File: src/rtl/c2_window_read_pkg.sv
// Shared CNN constants and the conv-2 window-read state encoding.
package c2_window_read_pkg;
  localparam int C2_IMG_W = 12;
  localparam int C2_K     = 5;
  localparam int C2_OUT_W = C2_IMG_W - C2_K + 1;
  localparam int C2_AW    = 8;

  typedef enum logic [1:0] {ST_IDLE, ST_RUN, ST_FLUSH, ST_DONE} state_t;
endpackage

File: src/rtl/c2_window_read_if.sv
// Handshake bundle between the conv-2 window reader and the MAC/memory side.
interface c2_window_read_if #(parameter int AW = 8);
  logic          start;
  logic          ready;
  logic [AW-1:0] addr;
  logic          addr_valid;
  logic          tap_first;
  logic          tap_last;
  logic          data_valid;
  logic          data_last;
  logic [5:0]    out_idx;
  logic          busy;
  logic          done;

  modport master (
    input  start, ready,
    output addr, addr_valid, tap_first, tap_last,
           data_valid, data_last, out_idx, busy, done
  );
  modport slave (
    output start, ready,
    input  addr, addr_valid, tap_first, tap_last,
           data_valid, data_last, out_idx, busy, done
  );
endinterface

File: src/rtl/c2_window_read_tap_counter.sv
// Nested tap/window counters with multiplier-free address generation.
module c2_tap_counter #(
  parameter int IMG_W = 12,
  parameter int K     = 5,
  parameter int AW    = 8
) (
  input  logic                            clk,
  input  logic                            reset,
  input  logic                            clr,
  input  logic                            adv,
  output logic [$clog2(IMG_W-K+1)-1:0]    oc,
  output logic [$clog2(IMG_W-K+1)-1:0]    orow,
  output logic [AW-1:0]                   addr,
  output logic                            first_tap,
  output logic                            last_tap,
  output logic                            scan_end
);
  localparam int OUT_W = IMG_W - K + 1;
  localparam int KW    = $clog2(K);
  localparam int OW    = $clog2(OUT_W);

  logic [KW-1:0] kc, kr;
  // win_base: address of tap (0,0) of the current window; row_base adds kr rows
  logic [AW-1:0] win_base, row_base;

  assign addr      = row_base + AW'(kc);
  assign first_tap = (kc == '0) && (kr == '0);
  assign last_tap  = (kc == KW'(K-1)) && (kr == KW'(K-1));
  assign scan_end  = last_tap && (oc == OW'(OUT_W-1)) && (orow == OW'(OUT_W-1));

  always_ff @(posedge clk or negedge reset) begin
    if (!reset) begin
      kc <= '0; kr <= '0; oc <= '0; orow <= '0;
      win_base <= '0; row_base <= '0;
    end else if (clr) begin
      kc <= '0; kr <= '0; oc <= '0; orow <= '0;
      win_base <= '0; row_base <= '0;
    end else if (adv) begin
      if (kc != KW'(K-1)) begin
        kc <= kc + 1'b1;
      end else begin
        kc <= '0;
        if (kr != KW'(K-1)) begin
          kr       <= kr + 1'b1;
          row_base <= row_base + AW'(IMG_W);
        end else begin
          kr <= '0;
          if (oc != OW'(OUT_W-1)) begin
            oc       <= oc + 1'b1;
            win_base <= win_base + 1'b1;
            row_base <= win_base + 1'b1;
          end else begin
            oc <= '0;
            // last column of a window row: step back OUT_W-1 and down one row
            if (orow != OW'(OUT_W-1)) begin
              orow     <= orow + 1'b1;
              win_base <= win_base + AW'(K);
              row_base <= win_base + AW'(K);
            end else begin
              orow     <= '0;
              win_base <= '0;
              row_base <= '0;
            end
          end
        end
      end
    end
  end
endmodule

File: src/rtl/c2_window_read.sv
// Conv-2 window reader: scans every KxK window of the pooled-1 image in raster order.
module c2_window_read
  import c2_window_read_pkg::*;
#(
  parameter int IMG_W = C2_IMG_W,
  parameter int K     = C2_K,
  parameter int AW    = C2_AW
) (
  input  logic             clk,
  input  logic             reset,
  c2_window_read_if.master bus
);
  localparam int OUT_W = IMG_W - K + 1;
  localparam int OW    = $clog2(OUT_W);

  state_t state, nxt;
  logic [OW-1:0] oc, orow;
  logic [AW-1:0] addr;
  logic first_tap, last_tap, scan_end;
  logic run, accept, clr;

  assign run    = (state == ST_RUN);
  assign accept = run && bus.ready;
  assign clr    = bus.start && ((state == ST_IDLE) || (state == ST_DONE));

  c2_tap_counter #(.IMG_W(IMG_W), .K(K), .AW(AW)) u_cnt (
    .clk       (clk),
    .reset     (reset),
    .clr       (clr),
    .adv       (accept),
    .oc        (oc),
    .orow      (orow),
    .addr      (addr),
    .first_tap (first_tap),
    .last_tap  (last_tap),
    .scan_end  (scan_end)
  );

  always_ff @(posedge clk or negedge reset) begin
    if (!reset) state <= ST_IDLE;
    else        state <= nxt;
  end

  always_comb begin
    nxt = state;
    case (state)
      ST_IDLE:  if (bus.start) nxt = ST_RUN;
      ST_RUN:   if (accept && scan_end) nxt = ST_FLUSH;
      ST_FLUSH: nxt = ST_DONE;
      ST_DONE:  if (bus.start) nxt = ST_RUN;
      default:  nxt = ST_IDLE;
    endcase
  end

  // memory has one cycle of read latency, so the tap tags ride one register behind
  always_ff @(posedge clk or negedge reset) begin
    if (!reset) begin
      bus.data_valid <= 1'b0;
      bus.data_last  <= 1'b0;
      bus.out_idx    <= '0;
    end else begin
      bus.data_valid <= accept;
      bus.data_last  <= accept && last_tap;
      if (accept) bus.out_idx <= 6'(orow * OUT_W + oc);
    end
  end

  assign bus.addr       = addr;
  assign bus.addr_valid = run;
  assign bus.tap_first  = run && first_tap;
  assign bus.tap_last   = run && last_tap;
  assign bus.busy       = run || (state == ST_FLUSH);
  assign bus.done       = (state == ST_DONE);
endmodule

File: src/flat_wrapper.sv
// flat-port wrapper written by rule: the top's interface ports become plain ports
module c2_window_read_flat import c2_window_read_pkg::*;
#(
  parameter int IMG_W = C2_IMG_W,
  parameter int K     = C2_K,
  parameter int AW    = C2_AW
)
  (clk, reset, bus_start, bus_ready, bus_addr, bus_addr_valid, bus_tap_first, bus_tap_last, bus_data_valid, bus_data_last, bus_out_idx, bus_busy, bus_done);
  c2_window_read_if #(.AW(AW)) bus_i ();
  input  logic clk;
  input  logic reset;
  input wire logic [$bits(bus_i.start)-1:0] bus_start;
  input wire logic [$bits(bus_i.ready)-1:0] bus_ready;
  output wire logic [$bits(bus_i.addr)-1:0] bus_addr;
  output wire logic [$bits(bus_i.addr_valid)-1:0] bus_addr_valid;
  output wire logic [$bits(bus_i.tap_first)-1:0] bus_tap_first;
  output wire logic [$bits(bus_i.tap_last)-1:0] bus_tap_last;
  output wire logic [$bits(bus_i.data_valid)-1:0] bus_data_valid;
  output wire logic [$bits(bus_i.data_last)-1:0] bus_data_last;
  output wire logic [$bits(bus_i.out_idx)-1:0] bus_out_idx;
  output wire logic [$bits(bus_i.busy)-1:0] bus_busy;
  output wire logic [$bits(bus_i.done)-1:0] bus_done;
  assign bus_i.start = bus_start;
  assign bus_i.ready = bus_ready;
  assign bus_addr = bus_i.addr;
  assign bus_addr_valid = bus_i.addr_valid;
  assign bus_tap_first = bus_i.tap_first;
  assign bus_tap_last = bus_i.tap_last;
  assign bus_data_valid = bus_i.data_valid;
  assign bus_data_last = bus_i.data_last;
  assign bus_out_idx = bus_i.out_idx;
  assign bus_busy = bus_i.busy;
  assign bus_done = bus_i.done;
  c2_window_read #(.IMG_W(IMG_W), .K(K), .AW(AW)) u_core (.clk(clk), .reset(reset), .bus(bus_i));
endmodule
File: config.mk
export PLATFORM = sky130hd
export DESIGN_NAME = c2_window_read_flat
export DESIGN_NICKNAME = d
export VERILOG_FILES = /design/src/rtl/c2_window_read_pkg.sv /design/src/rtl/c2_window_read_if.sv /design/src/rtl/c2_window_read_tap_counter.sv /design/src/rtl/c2_window_read.sv /design/src/flat_wrapper.sv
export SDC_FILE = /design/constraint.sdc
export NUM_CORES = 1
export LEC_CHECK = 0
export CORE_MARGIN = 5
export CORE_UTILIZATION = 30
export DETAILED_ROUTE_END_ITERATION = 10
export PLACE_DENSITY = 0.57
export SKIP_CTS_REPAIR_TIMING = 1
export SKIP_LAST_GASP = 1
export SLEW_MARGIN = 0
export SYNTH_ARGS = -nofsm -noshare
export SYNTH_HDL_FRONTEND = slang
export SYNTH_SLANG_ARGS = --single-unit
export TNS_END_PERCENT = 1
File: constraint.sdc
create_clock -name clk -period 5.5 [get_ports clk]
set_input_delay 1.1 -clock clk [delete_from_list [all_inputs] [get_ports clk]]
set_output_delay 1.1 -clock clk [all_outputs]
set_load 0.005 [all_outputs]
# Word-level counts from Yosys, hierarchy flattened
# Index checks and enable logic that the tools add are counted.
[word_totals]
register_bits = 38
in_bits = 4
out_inout_bits = 21
[classes]
n_addsub = 9
n_eq_ne = 16
mux = 31
n_reduce_logical = 21
[ops]
columns = ["operator", "n"]
rows = [
  ["2-to-1 mux 8 bit", 10],
  ["2-to-1 mux 3 bit", 18],
  ["adder 3 x 1 -> 3 bit (second input constant)", 4],
  ["== test 3 bit (second input constant)", 4],
  ["inequality test 3 bit (second input constant)", 4],
  ["logical AND 1 bit", 10],
  ["adder 8 x 1 -> 8 bit (second input constant)", 1],
  ["adder 8 x 3 -> 8 bit", 1],
  ["adder 8 x 3 -> 8 bit (second input constant)", 1],
  ["adder 8 x 4 -> 8 bit (second input constant)", 1],
  ["inequality test 2 x 1 -> 1 bit (second input constant)", 4],
  ["adder 6 x 3 -> 6 bit", 1],
  ["logical NOT 3 bit", 2],
  ["case mux 2 bit (3 select lines)", 1],
  ["== test 2 bit (second input constant)", 2],
  ["2-to-1 mux 2 bit", 2],
  ["AND reduction 2 bit", 2],
  ["AND reduction 4 bit", 1],
  ["AND reduction 3 bit", 1],
  ["== test 2 x 1 -> 1 bit (second input constant)", 1],
  ["logical NOT 2 bit", 1],
  ["logical OR 1 bit", 2],
  ["inequality test 2 bit (second input constant)", 1],
  ["nonzero test 2 bit", 1],
  ["OR reduction 2 bit", 1],
]

# Longest topological paths before layout
[depth]
depth_word = 7
mapped_depth = 7
mapped_depth_nobuf = 6

# Cells and area by module
# A second synthesis with hierarchy kept.
[hier_totals]
cells_unflattened = 241
hier_area_um2 = 2351.0
[by_module_without_submodules]
columns = ["module", "instances", "cells_per_inst", "area_each_um2", "seq_area_each_um2"]
rows = [
  ["c2_tap_counter", 1, 207, 1911.8, 700.7],
  ["c2_window_read", 1, 34, 439.2, 250.2],
]

# Worst setup path after synthesis
# No wires, ideal clock.
[synth_path]
path_kind = "flip-flop to output port"
from = "register u_core.u_cnt.kc[0]"
to = "output port bus_addr[6]"
arrival_time_ns = 1.494
required_ns = 4.400
slack_ns = 2.906
stages_incl_launch_ff = 7
n_path_buf = 0
cell_sequence = "dfrtp_1 > ha_1 > fa_1 > a21o_1 > nand2_1 > nor2_1 > xor2_1"
[synth_via]
elab_chain_len = 1
[synth_rtl]
columns = ["element", "line_no", "source"]
rows = [
  ["start, declared", "c2_window_read_tap_counter.sv:22", "logic [KW-1:0] kc, kr;"],
  ["start signal, assigned", "c2_window_read_tap_counter.sv:40", "kc <= kc + 1'b1;"],
  ["adder 8 x 3 -> 8 bit", "c2_window_read_tap_counter.sv:26", "assign addr = row_base + AW'(kc);"],
  ["end, declared", "flat_wrapper.sv:14", "output wire logic [$bits(bus_i.addr)-1:0] bus_addr;"],
]
# Every way passes these cells.

# Worst setup path in the final report
# Ends and elaborated chain as after synthesis.

==> flow_metrics.py <==
metrics = {
    "timing": {
        "max_freq_mhz": 286,
        "maxSlewHeadroom": 0.403,
        "final_hold_viol_count": 0,
        "fin_crit_ns": 3.50,
        "tightest_slew_ns": 0.892,
        "slew_violations": 0,
        "fin_skew_ns": 0.00748,
        "grt_setup_unrepaired": "false",
        "setup_viol": 0,
        "worst_slack_ns": 2.00,
        "fin_crit_sh": 0.636,
        "tns_ns": 0,
    },
    "min_path": {
        "min_from": "u_core.u_cnt.win_base[7]",
        "hold_depth": 1,
        "min_to": "u_core.u_cnt.win_base[7]",
        "hold_class": "reg -> reg",
    },
    "synth": {
        "yosys.area.top_type": "dfrtp_1",
        "syn_inst": 225,
        "synth.top_cell.area_share": 0.427,
        "synth_edf_count": 0,
        "synth_seq_cells": 38,
        "synth_area_um2": 2230,
        "synthFlopType": "dfrtp_1",
        "syn_avg_cell_area_um2": 9.89,
        "async_flop_share": 1.00,
        "ys_top_cells_by_area": "dfrtp_1 43%, ha_1 9.0%, o21ai_0 4.5%",
        "yosysWarnings": 0,
        "syn_nets": 246,
        "ys_seq_area_frac": 0.427,
        "ys_types": 46,
    },
    "worst_setup_path": {
        "crit_chain": "ha_1 -> fa_1 -> a21o_1 -> nand2_1 -> nor2_1 -> xor2_1 -> clkdlybuf4s50_1",
        "r2r_cells": 5,
        "worstPathRequired_ns": 4.40,
        "reg2reg_slack_ns": 3.07,
        "critical_path.slowest_cell": "clkdlybuf4s50_1",
        "critPathMaxFanout": 3,
        "worst-setup-path-type": "reg -> out",
        "reg2reg_to": "u_core.u_cnt.orow[0]",
        "start_kind": "flop",
        "critical_path_arrival_ns": 2.40,
        "timing.rr.start": "u_core.state[0]",
        "critPathMaxStageDelay_ns": 0.51,
        "endpoint_kind": "output port",
    },
    "clock_network": {
        "clk_path_buf_depth": 2,
        "insertion_delay_ns": 0.29,
        "cts_max_level": 2,
        "cts_tree": "done",
        "cts_root_buf": "clkbuf_8",
        "cts_made_buffers": 5,
        "path_clk_slew_ns": 0.08,
        "clkSinkCount": 38,
    },
    "floorplanning": {
        "dieHeight_um": 96.1,
        "ioPinCount": 25,
        "die-area_um2": 9240,
        "core_area_um2": 7250,
        "num_rows": 31,
        "start_util": 0.307,
        "die_w_um": 96.1,
    },
    "route": {
        "num_vias": 1782,
        "via_per_inst": 5.09,
        "wire_per_inst_um": 14.6,
        "totalWireLength_um": 5110,
        "final_antenna_net_count": 0,
        "first_pass_iters": 4,
        "drtIter0Drc": 76,
        "remaining_drc_errors": 0,
    },
    "cells_and_area": {
        "n_antenna_cell": 0,
        "layout_common_cells": "38 x dfrtp_1, 23 x clkdlybuf4s50_1, 21 x nand2_1",
        "final_common_cell": "dfrtp_1",
        "area_delta_synth_final_pct": 19.1,
        "nets": 271,
        "seqCellArea_um2": 951,
        "finish.utilization": 0.365,
        "fillers": 738,
        "final_cells": 350,
        "drive_above_1_share": 0.0797,
        "multi_input_area_um2": 1200,
    },
    "place": {
        "dp_slack_ns": 2.18,
        "routabilityCongestion": 0.829,
        "dp.cells": 342,
        "dp_hpwl_um": 3620,
        "io_buffers": 24,
    },
    "global_route": {
        "track_usage": 0.125,
        "grt_pass1_vias": 1798,
        "grt_max_degree": 39,
        "grt_antenna_before_repair": 0,
        "gr-total-overflow": 0,
        "grt_pass1_wl_um": 8980,
    },
    "power_and_ir_drop": {
        "peakVddDrop_v": 0.000115,
        "leakage_nw": 1.23,
        "p_per_area_nw_per_um2": 430,
    },
    "flow_run": {
        "cap_violations": 0,
    },
    "run_status": {
        "status": "complete, no violations",
    },
}
==> metal layers <==
metal,global-route usage,part of all wire,vias to the layer above
met5,0,0,-
met4,0.0355,0.013,0
met3,0.0281,0.044,5
met2,0.200,0.45,24
met1,0.168,0.49,865
li1,-,-,888
==> layout make-up <==
cell class,count,area share
flip-flops and latches,38,0.359
well taps,99,0.0467
repair buffers,24,0.0888
clock inverters,1,0.00189
inverters,12,0.0170
multi-input cells,169,0.454
clock buffers,7,0.0326
==> worst max-delay path by stage <==
stage                            start                       end  cells after the start
finish              u_core.u_cnt.kc[0]               bus_addr[6]                      7
global placement             bus_start  u_core.u_cnt.win_base[5]                      5
detailed placement           bus_start      u_core.u_cnt.orow[0]                      5
CTS                 u_core.u_cnt.kc[0]               bus_addr[6]                      7
floorplan           u_core.u_cnt.kc[0]               bus_addr[6]                      6
global route        u_core.u_cnt.kc[0]               bus_addr[6]                      7
==> critical path, delay by kind of cell, from the launching register on <==
family	cells	cell delay, ns
AO/OA/AOI/OAI	1	0.18
XOR/XNOR	1	0.12
adder cells (fa/ha/maj)	2	0.73
buffers and inverters	1	0.51
flip-flops	1	0.41
AND/OR/NAND/NOR	2	0.16
==> synth_stat cells, types with 2 or more instances <==
cell and count:
a21o_1 6, nand2_1 21, nand3b_1 3, xnor2_1 3, a221oi_1 4, ha_1 16
a22o_1 5, and2_1 2, nor2_1 16, nor3b_1 2, a22oi_1 2, nand3_1 6
mux2_2 8, o31ai_1 2, dfrtp_1 38, nor4_1 2, maj3_1 2, nor3_1 4
a31oi_1 3, and4_1 4, a21oi_1 14, clkbuf_1 3, and3_1 2, buf_2 3
inv_1 12, xor2_1 3, o21ai_0 20
==> state kept, by name (all words and copies together) (netlist names) <==
register and count:
u_core.u_cnt.row_base 8, u_core.u_cnt.win_base 8, u_core.bus.out_idx 6, u_core.u_cnt.kc 3, u_core.u_cnt.kr 3, u_core.u_cnt.oc 3
u_core.u_cnt.orow 3, u_core.state 2, u_core.bus.data_last 1, u_core.bus.data_valid 1
==> power by group <==
part           switching (mW)  internal (mW)
clock                   0.100          0.101
sequential             0.0833          0.353
combinational           0.253          0.249
==> cell families after synthesis <==
logic type                 synth area share
DFF                                   0.427
xor gates and xnor gates             0.0343
buffers and inverters                0.0320
muxes                                0.0450
AOI/OAI and AO/OA                     0.199
and+or+nand+nor                       0.155
adders and majority gates             0.108
==> stage by stage <==
step                      power, mW  hold slack, ns  area (um2)
after floorplan               0.732           0.445        2230
after global placement        0.938           0.470        2560
after detailed placement      0.943           0.464        2560
after CTS                      1.15           0.480        2650
after global routing           1.24           0.507        2650
final                          1.14           0.477        2650
No activity file was read; power rests on OpenSTA's default activity.
